==> config.mk <==
export PLATFORM = sky130hd
export DESIGN_NAME = led_game_ctrl
export DESIGN_NICKNAME = d
export VERILOG_FILES = /design/src/rtl/led_game_pkg.sv /design/src/rtl/pattern_lfsr.sv /design/src/rtl/led_game_ctrl.sv
export SDC_FILE = /design/constraint.sdc
export NUM_CORES = 1
export LEC_CHECK = 0
export ABC_AREA = 1
export CORE_MARGIN = 1.5
export CORE_UTILIZATION = 45
export CTS_CLUSTER_DIAMETER = 150
export CTS_CLUSTER_SIZE = 10
export DETAILED_ROUTE_END_ITERATION = 8
export PLACE_DENSITY = 0.77
export SLEW_MARGIN = 20
export SYNTH_ARGS = -nofsm -noshare
export SYNTH_HDL_FRONTEND = slang
export SYNTH_SLANG_ARGS = --single-unit
==> constraint.sdc <==
create_clock -name clk -period 4.5 [get_ports clk]
set_input_delay 0.9 -clock clk [delete_from_list [all_inputs] [get_ports clk]]
set_output_delay 0.9 -clock clk [all_outputs]
set_load 0.02 [all_outputs]
==> src/rtl/led_game_pkg.sv <==
// Shared types and constants for the LED pattern-memory game controller.
package led_game_pkg;

   // Round sequencer states
   typedef enum logic [2:0] {
      S_IDLE,
      S_SHOW,
      S_ARM,
      S_COUNT,
      S_INPUT,
      S_CHECK,
      S_OVER,
      S_WIN
   } game_state_t;

   // Level / score counters are 4 bits and saturate at 15
   localparam int LVL_W = 4;

   // 16-bit Fibonacci LFSR, taps 16,14,13,11 (bit indices 15,13,12,10)
   localparam logic [15:0] LFSR_SEED = 16'hACE1;
   localparam logic [15:0] LFSR_TAPS = 16'hB400;

   // Saturating increment for level / score
   function automatic logic [LVL_W-1:0] sat_inc(input logic [LVL_W-1:0] v);
      return (v == {LVL_W{1'b1}}) ? v : v + 1'b1;
   endfunction

endpackage

==> src/rtl/pattern_lfsr.sv <==
// Pattern generator: 16-bit Fibonacci LFSR (taps 16,14,13,11).
// `pattern` looks ahead: while `step` is high it shows the slice of the value
// the LFSR is about to land on, so a caller latching `pattern` on the same
// edge it steps gets the fresh pattern with no extra cycle.
// An all-zero slice is replaced by 1 so a round never shows a blank pattern.
module pattern_lfsr
   import led_game_pkg::*;
#(
   parameter int LED_W = 8
) (
   input  logic             clk,
   input  logic             reset_n,
   input  logic             step,
   output logic [LED_W-1:0] pattern
);

   logic [15:0]      lfsr_q;
   logic [15:0]      lfsr_nxt;
   logic             fb;
   logic [LED_W-1:0] slice;

   // Shift right, feedback into the MSB; LFSR_TAPS documents the tap set
   assign fb       = ^(lfsr_q & {10'b0, 6'b101101});
   assign lfsr_nxt = {fb, lfsr_q[15:1]};

   // LFSR state register
   always_ff @(posedge clk or negedge reset_n) begin
      if (!reset_n) lfsr_q <= LFSR_SEED;
      else if (step) lfsr_q <= lfsr_nxt;
   end

   // Look-ahead slice with zero substitution
   always_comb begin
      slice   = step ? lfsr_nxt[LED_W-1:0] : lfsr_q[LED_W-1:0];
      pattern = (slice == '0) ? LED_W'(1) : slice;
   end

endmodule

==> src/rtl/led_game_ctrl.sv <==
// LED pattern-memory game round sequencer.
// Shows a pattern, blanks and runs the external countdown timer, collects the
// switch entry and scores it. All outputs are registered.
// Optional: define LED_GAME_INPUT_TIMEOUT_EN to fail a round when no submit
// arrives within TIMEOUT_CYCLES clocks of entering INPUT.
module led_game_ctrl
   import led_game_pkg::*;
#(
   parameter int LED_W          = 8,
   parameter int SHOW_CYCLES    = 1000000,
   parameter int MAX_LEVEL      = 9,
   parameter int TIMEOUT_CYCLES = 10000000
) (
   input  logic             clk,
   input  logic             reset_n,
   input  logic             btn_start,
   input  logic             btn_submit,
   input  logic [LED_W-1:0] sw,
   input  logic             next_stage,
   output logic             timer_rst_n,
   output logic             start_countdown,
   output logic [LED_W-1:0] led,
   output logic [3:0]       level,
   output logic [3:0]       score,
   output logic             pass_flag,
   output logic             fail_flag,
   output logic             game_over,
   output logic             win
);

   localparam int SHOW_W = (SHOW_CYCLES > 1) ? $clog2(SHOW_CYCLES) : 1;
   localparam logic [SHOW_W-1:0] SHOW_LAST = SHOW_W'(SHOW_CYCLES - 1);
   localparam logic [LVL_W-1:0]  LVL_MAX   = LVL_W'(MAX_LEVEL);

   game_state_t      state;
   logic [SHOW_W-1:0] show_cnt;
   logic [LED_W-1:0] pattern;
   logic [LED_W-1:0] pattern_r;
   logic [LED_W-1:0] sw_lat;
   logic             match;
   logic             step;

`ifdef LED_GAME_INPUT_TIMEOUT_EN
   localparam int TO_W = (TIMEOUT_CYCLES > 1) ? $clog2(TIMEOUT_CYCLES) : 1;
   localparam logic [TO_W-1:0] TO_LAST = TO_W'(TIMEOUT_CYCLES - 1);
   logic [TO_W-1:0] to_cnt;
`endif

   assign match = (sw_lat == pattern_r);

   // LFSR free-runs in IDLE and advances once per non-final pass
   assign step = (state == S_IDLE) ||
                 ((state == S_CHECK) && match && (level < LVL_MAX));

   pattern_lfsr #(.LED_W(LED_W)) u_lfsr (
      .clk     (clk),
      .reset_n (reset_n),
      .step    (step),
      .pattern (pattern)
   );

   // Round FSM with registered outputs
   always_ff @(posedge clk or negedge reset_n) begin
      if (!reset_n) begin
         state           <= S_IDLE;
         show_cnt        <= '0;
         pattern_r       <= '0;
         sw_lat          <= '0;
         timer_rst_n     <= 1'b1;
         start_countdown <= 1'b0;
         led             <= '0;
         level           <= '0;
         score           <= '0;
         pass_flag       <= 1'b0;
         fail_flag       <= 1'b0;
         game_over       <= 1'b0;
         win             <= 1'b0;
`ifdef LED_GAME_INPUT_TIMEOUT_EN
         to_cnt          <= '0;
`endif
      end else begin
         pass_flag   <= 1'b0;
         fail_flag   <= 1'b0;
         timer_rst_n <= 1'b1;
         case (state)
            S_IDLE, S_OVER, S_WIN: begin
               if (btn_start) begin
                  level     <= LVL_W'(1);
                  score     <= '0;
                  pattern_r <= pattern;
                  led       <= pattern;
                  show_cnt  <= '0;
                  game_over <= 1'b0;
                  win       <= 1'b0;
                  state     <= S_SHOW;
               end
            end
            S_SHOW: begin
               if (show_cnt == SHOW_LAST) begin
                  timer_rst_n <= 1'b0;
                  led         <= '0;
                  state       <= S_ARM;
               end else begin
                  show_cnt <= show_cnt + 1'b1;
               end
            end
            S_ARM: begin
               start_countdown <= 1'b1;
               state           <= S_COUNT;
            end
            S_COUNT: begin
               if (next_stage) begin
                  start_countdown <= 1'b0;
                  led             <= sw;
                  state           <= S_INPUT;
`ifdef LED_GAME_INPUT_TIMEOUT_EN
                  to_cnt          <= '0;
`endif
               end
            end
            S_INPUT: begin
               led <= sw;
               if (btn_submit) begin
                  sw_lat <= sw;
                  state  <= S_CHECK;
               end
`ifdef LED_GAME_INPUT_TIMEOUT_EN
               else if (to_cnt == TO_LAST) begin
                  fail_flag <= 1'b1;
                  game_over <= 1'b1;
                  led       <= pattern_r;
                  state     <= S_OVER;
               end else begin
                  to_cnt <= to_cnt + 1'b1;
               end
`endif
            end
            S_CHECK: begin
               if (match) begin
                  pass_flag <= 1'b1;
                  score     <= sat_inc(score);
                  if (level < LVL_MAX) begin
                     level     <= sat_inc(level);
                     pattern_r <= pattern;
                     led       <= pattern;
                     show_cnt  <= '0;
                     state     <= S_SHOW;
                  end else begin
                     game_over <= 1'b1;
                     win       <= 1'b1;
                     led       <= '1;
                     state     <= S_WIN;
                  end
               end else begin
                  fail_flag <= 1'b1;
                  game_over <= 1'b1;
                  led       <= pattern_r;
                  state     <= S_OVER;
               end
            end
            default: state <= S_IDLE;
         endcase
      end
   end

endmodule

# Word-level counts from Yosys, hierarchy flattened
# Cells that the tools add are included.
[word_totals]
reg_bits = 77
output_inout_bits = 22
inputBits = 13
[classes]
order_cmp = 1
n_eq_ne = 22
n_addsub = 3
n_reduce_logical = 21
muxes = 46
[ops]
columns = ["op", "count"]
rows = [
  ["20-bit two-way mux", 4],
  ["8-bit two-way mux", 9],
  ["20-bit one-hot mux with 3 select lines", 1],
  ["8-bit one-hot mux with 5 select lines", 1],
  ["4-bit two-way mux", 7],
  ["20-bit by 1-bit adder with 20-bit output, second input constant", 1],
  ["20-bit == test, second input constant", 1],
  ["4-bit AND reduction", 5],
  ["3-bit two-way mux", 6],
  ["2-bit != test, second input constant", 9],
  ["3-bit one-hot mux with 6 select lines", 1],
  ["4-bit one-hot mux with 2 select lines", 2],
  ["8-bit one-hot mux with 2 select lines", 1],
  ["16-bit XOR reduction", 1],
  ["3-bit == test, second input constant", 4],
  ["1-bit two-way mux", 11],
  ["5-bit AND reduction", 2],
  ["4-bit by 1-bit adder with 4-bit output, second input constant", 2],
  ["4-bit == test, second input constant", 2],
  ["8-bit == test", 1],
  ["8-bit logical NOT", 1],
  ["3-bit by 2-bit == test with 1-bit output, second input constant", 2],
  ["1-bit one-hot mux with 2 select lines", 3],
  ["5-bit nonzero test", 1],
  ["other kinds (12)", 15],
]

# Logic depth before layout (Yosys ltp)
[depth]
word_depth = 10
mapped_depth = 17

# Modules after synthesis
# Synthesis repeated with hierarchy kept, for this count alone.
[unflattened]
hier_cells = 654
area_unflattened_um2 = 4675.7
[modules_own_cells]
columns = ["module", "cells_per_inst", "n_inst", "seq_area_each_um2", "area_each_um2"]
rows = [
  ["led_game_ctrl", 552, 1, 1527.7, 3888.7],
  ["pattern_lfsr", 102, 1, 410.4, 787.0],
]

# Worst setup path before layout
# OpenSTA, ideal clock, no wires.
[synth_path]
path_kind = "register to register"
from = "register level[0]"
to = "register led[0]"
arrival_time_ns = 1.717
path_stages_with_launch = 12
period_less_slack_ns = 1.833
setup_ns = 0.116
path_slack_ns = 2.667
n_path_buf = 1
path_cell_list = "dfrtp_1 -> inv_1 -> ha_1 -> a21oi_1 -> inv_1 -> nand3_4 -> nand2_4 -> buf_8 -> o21ai_0 -> nand3_1 -> nand2_1 -> nand2_1"
[synth_between]
elab_chain_len = 9
[synth_rtl]
columns = ["element", "line_no", "source"]
rows = [
  ["start: declaration", "led_game_ctrl.sv:23", "output logic [3:0] level,"],
  ["start signal: assignment", "led_game_ctrl.sv:143", "level <= sat_inc(level);"],
  ["4-bit < comparator *", "led_game_ctrl.sv:53, led_game_ctrl.sv:142", ""],
  ["1-bit logical AND", "led_game_ctrl.sv:53", "((state == S_CHECK) && match && (level < LVL_MAX));"],
  ["1-bit logical OR", "led_game_ctrl.sv:52", "assign step = (state == S_IDLE) ||"],
  ["8-bit two-way mux", "pattern_lfsr.sv:34", "slice = step ? lfsr_nxt[LED_W-1:0] : lfsr_q[LED_W-1:0];"],
  ["8-bit logical NOT", "pattern_lfsr.sv:35", "pattern = (slice == '0) ? LED_W'(1) : slice;"],
  ["8-bit two-way mux", "pattern_lfsr.sv:35", ""],
  ["8-bit two-way mux", "led_game_ctrl.sv:142", "if (level < LVL_MAX) begin"],
  ["8-bit two-way mux", "led_game_ctrl.sv:139", "if (match) begin"],
  ["8-bit one-hot mux with 5 select lines *", "led_game_ctrl.sv:85", "case (state)"],
  ["end signal: assignment", "led_game_ctrl.sv:91", "led <= pattern;"],
  ["end signal: assignment", "led_game_ctrl.sv:145", "led <= pattern;"],
  ["end signal: assignment", "led_game_ctrl.sv:157", "led <= pattern_r;"],
  ["end: declaration", "led_game_ctrl.sv:22", "output logic [LED_W-1:0] led,"],
]
# Mark *: on every way between the ends. The rest lies on a longest branch, timed or not. The select of a mux whose other input is x is not followed.
# A chain may end at the register's enable or synchronous reset.

# Worst setup path after layout
[layout_path]
from = "register pattern_r[3]"
to = "register level[2]"
[layout_between]
elab_chain_len = 3
[layout_rtl]
columns = ["element", "line_no", "source"]
rows = [
  ["start: declaration", "led_game_ctrl.sv:38", "logic [LED_W-1:0] pattern_r;"],
  ["start signal: assignment", "led_game_ctrl.sv:90", "pattern_r <= pattern;"],
  ["start signal: assignment", "led_game_ctrl.sv:144", "pattern_r <= pattern;"],
  ["8-bit == test", "led_game_ctrl.sv:49", "assign match = (sw_lat == pattern_r);"],
  ["2-bit != test (no line)", "-", ""],
  ["5-bit AND reduction (no line)", "-", ""],
]
# Every way passes these cells.

==> results_dict.tcl <==
set metrics [dict create \
    ys_ff_latch 77 \
    outcome "finished clean" \
    grt_pass1_wl_um 16100 \
    gp_congestion 0.918 \
    clock_power_share_pct 17.8 \
    ff2ff_setup_slack_ns 1.92 \
    worstPathMaxFanout 15 \
    preCtsSetupSlack_ns 1.92 \
    hold_violations 0 \
    post_cts_resized 0 \
    die_height_um 99.2 \
    maxSlewHeadroom_pct 35.9 \
    postSynthCellCount 510 \
    syn_to_final_growth_pct 15.1 \
    r2r_cells 14 \
    cts_hold_repair.buffers 0 \
    drt_pass1_iterations 5 \
    arrival_ns 2.82 \
    drv_cap 0 \
    cts_tree "done" \
    yosys_most_used_dff "dfrtp_1" \
    post-cts-setup-buffers 0 \
    ctsLongestPathBuffers 2 \
    slew_violations 0 \
    max_freq_ghz 0.388 \
    antenna_found_initial 0 \
    critPathKind "reg -> reg" \
    clkTransAtPathRegs_ns 0.09 \
    synthArstFlopShare_pct 100 \
    finClkSkew_ns 0.0171 \
    irDropWorstVdd_uv 377 \
    io_pins 35 \
    end_kind "flop" \
    grt_usage_pct 20.6 \
    grt_pass1_vias 3455 \
    postPlaceCellArea_um2 4560 \
    yosysWarningCount 0 \
    rsz0062_at_grt "false" \
    drc 0 \
    dieArea_um2 9840 \
    p_sw_share_pct 44.6 \
    comb_power_share_pct 48.5 \
    cts_buffers 9 \
    rows 34 \
    drt-total-wl_um 9320 \
    worst_pin_slew_ns 0.962 \
    avgSynthCellArea_um2 8.16 \
    drive_above_1_share_pct 13.7 \
    p_leak_nw 2.15 \
    core_um2 8850 \
    synth_cell_types 41 \
    fin_crit_sh_pct 57.2 \
    cts.sinks 77 \
    hp-class "reg -> reg" \
    dp_hpwl_um 6600 \
    pwr-share-seq_pct 33.7 \
    start_util_pct 47.1 \
    min_period_ns 2.58 \
    num_antenna_cells 0 \
    drt_iter0_drc 236 \
    cts.htree.levels 3 \
    portBuffers 34 \
    start_kind "flop" \
    power.switching_mw 1.52 \
    hold-path-cell-count 2 \
    p_int_mw 1.89 \
    final_util_pct 54.2 \
    root_buffer "clkbuf_8" \
    die_w_um 99.2 \
    fin_nets 561 \
    yosysSeqAreaShare_pct 46.5 \
    p_per_area_nw_per_um2 711 \
    cp.required_ns 4.75 \
    clk_latency_ns 0.36 \
    syn-num-nets 527 \
    antenna_left 0 \
    grt-ovfl-total 0 \
    synth_area_um2 4160 \
    grt_start_max_net_pins 78 \
    finalSetupViolations 0 \
    wl_per_cell_um 14.2 \
    num_vias 3490 \
    worst_slack_ns 1.92 \
    synth_edf_count 0 \
    viasPerCell 5.31 \
    final_cell_area_um2 4790 \
    fin_setup_tns_ns 0 \
]
==> worst paths after layout <==
| kind | startpoint | to |
|---|---|---|
| max reg2reg | pattern_r[3]$_DFFE_PN0P_ | level[2]$_DFFE_PN0P_ |
| max | pattern_r[3]$_DFFE_PN0P_ | level[2]$_DFFE_PN0P_ |
| min | start_countdown$_DFFE_PN0P_ | start_countdown$_DFFE_PN0P_ |
| min reg2reg | start_countdown$_DFFE_PN0P_ | start_countdown$_DFFE_PN0P_ |
| min in group asynchronous | reset_n | show_cnt[13]$_DFFE_PN0P_ |
| max in group asynchronous | reset_n | show_cnt[19]$_DFFE_PN0P_ |
==> state kept, by name (all words and copies together), names as in the netlist <==
signal and cells:
game_over 1, show_cnt 20, win 1, score 4, sw_lat 8, u_lfsr.lfsr_q 16
state 3, fail_flag 1, led 8, pass_flag 1, pattern_r 8, level 4
start_countdown 1, timer_rst_n 1
==> metal layers <==
| metal | vias up | wire length, µm | track usage [%] |
|---|---|---|---|
| met4 | 0 | 219 | 9.21 |
| li1 | 1724 | - | - |
| met1 | 1636 | 4210 | 27.5 |
| met3 | 18 | 464 | 3.44 |
| met5 | - | 0 | 0 |
| met2 | 112 | 4430 | 33.1 |
==> synth_stat cells, drive strengths merged, types with 6 or more instances <==
master / n / area share [%]
nand2: 119 / 12
inv: 80 / 7.3
dfrtp: 68 / 41
nor2: 54 / 5.9
o21ai: 46 / 6.0
nand3: 25 / 3.7
xor2: 15 / 3.2
a21oi: 14 / 1.7
nor3: 13 / 1.6
nand4: 10 / 1.5
dfstp: 9 / 5.7
a2bb2oi: 7 / 1.5
buf: 6 / 1.3
mux2: 6 / 1.6
o22ai: 6 / 0.90
o31ai: 6 / 1.1
==> through the flow <==
stage / power [mW] / hold slack (ns) / std cells
after floorplan: 2.38 / 0.472 / 510
after global placement: 2.74 / 0.484 / 641
after detailed placement: 2.80 / 0.479 / 641
after CTS: 3.42 / 0.506 / 657
after global routing: 3.69 / 0.528 / 657
final: 3.41 / 0.504 / 657
==> power by group through the flow <==
| stage | sequential (mW) | combinational [mW] | clock [mW] |
|---|---|---|---|
| 3_3_place_gp | 1.14 | 1.60 | 0 |
| 4_1_cts | 1.14 | 1.66 | 0.618 |
| 2_1_floorplan | 1.19 | 1.19 | 0 |
| 3_5_place_dp | 1.15 | 1.65 | 0 |
| 5_1_grt | 1.18 | 1.86 | 0.646 |
| 6_report | 1.15 | 1.65 | 0.607 |
==> placed cells by master (no fill, tap or decap), drive strengths merged, types with 2 or more instances in the layout <==
cell type,n
xor2,15
a2bb2oi,7
inv,83
nor3,13
o21ai,46
nor4,5
nand4,10
clkdlybuf4s50,33
o31ai,6
nand2,119
nand3,25
xnor2,2
nor2,54
mux2,6
o21a,4
o22ai,6
bufinv,2
dfrtp,68
ha,4
dfstp,9
a21oi,14
clkbuf,9
==> final cells by class <==
class,count,area [µm²]
multi-input combinational,342,1850
inverter,80,303
clock inverter,7,105
sequential,77,1940
clock buffer,9,124
fill,825,4060
tap,108,135
timing repair buffer,34,338
==> worst max-delay path, stage by stage (launching register included) <==
cell     delay, ns
dfrtp_1       0.45
inv_1         0.06
nand2_1       0.05
nand2_1       0.05
nor2_2        0.12
nand2_2       0.08
nor2_4        0.30
nand2_1       0.14
nand2_2       0.23
nand3_2       0.32
inv_2         0.27
nand2_1       0.12
inv_1         0.10
a21oi_1       0.05
o21a_1        0.10
==> kinds of logic (layout without fill, tap and decap cells) <==
group                    Yosys count  in the layout  synth area share, %
flip-flops                        77             77                 46.5
buffers and inverters             91            130                 9.04
multiplexers                       6              6                 1.62
adder cells (fa/ha/maj)            4              4                 1.20
XOR/XNOR                          17             17                 3.58
AND/OR/NAND/NOR                  228            228                 25.4
AO/OA/AOI/OAI                     87             87                 12.6
Power figures use the tool's default switching activity.
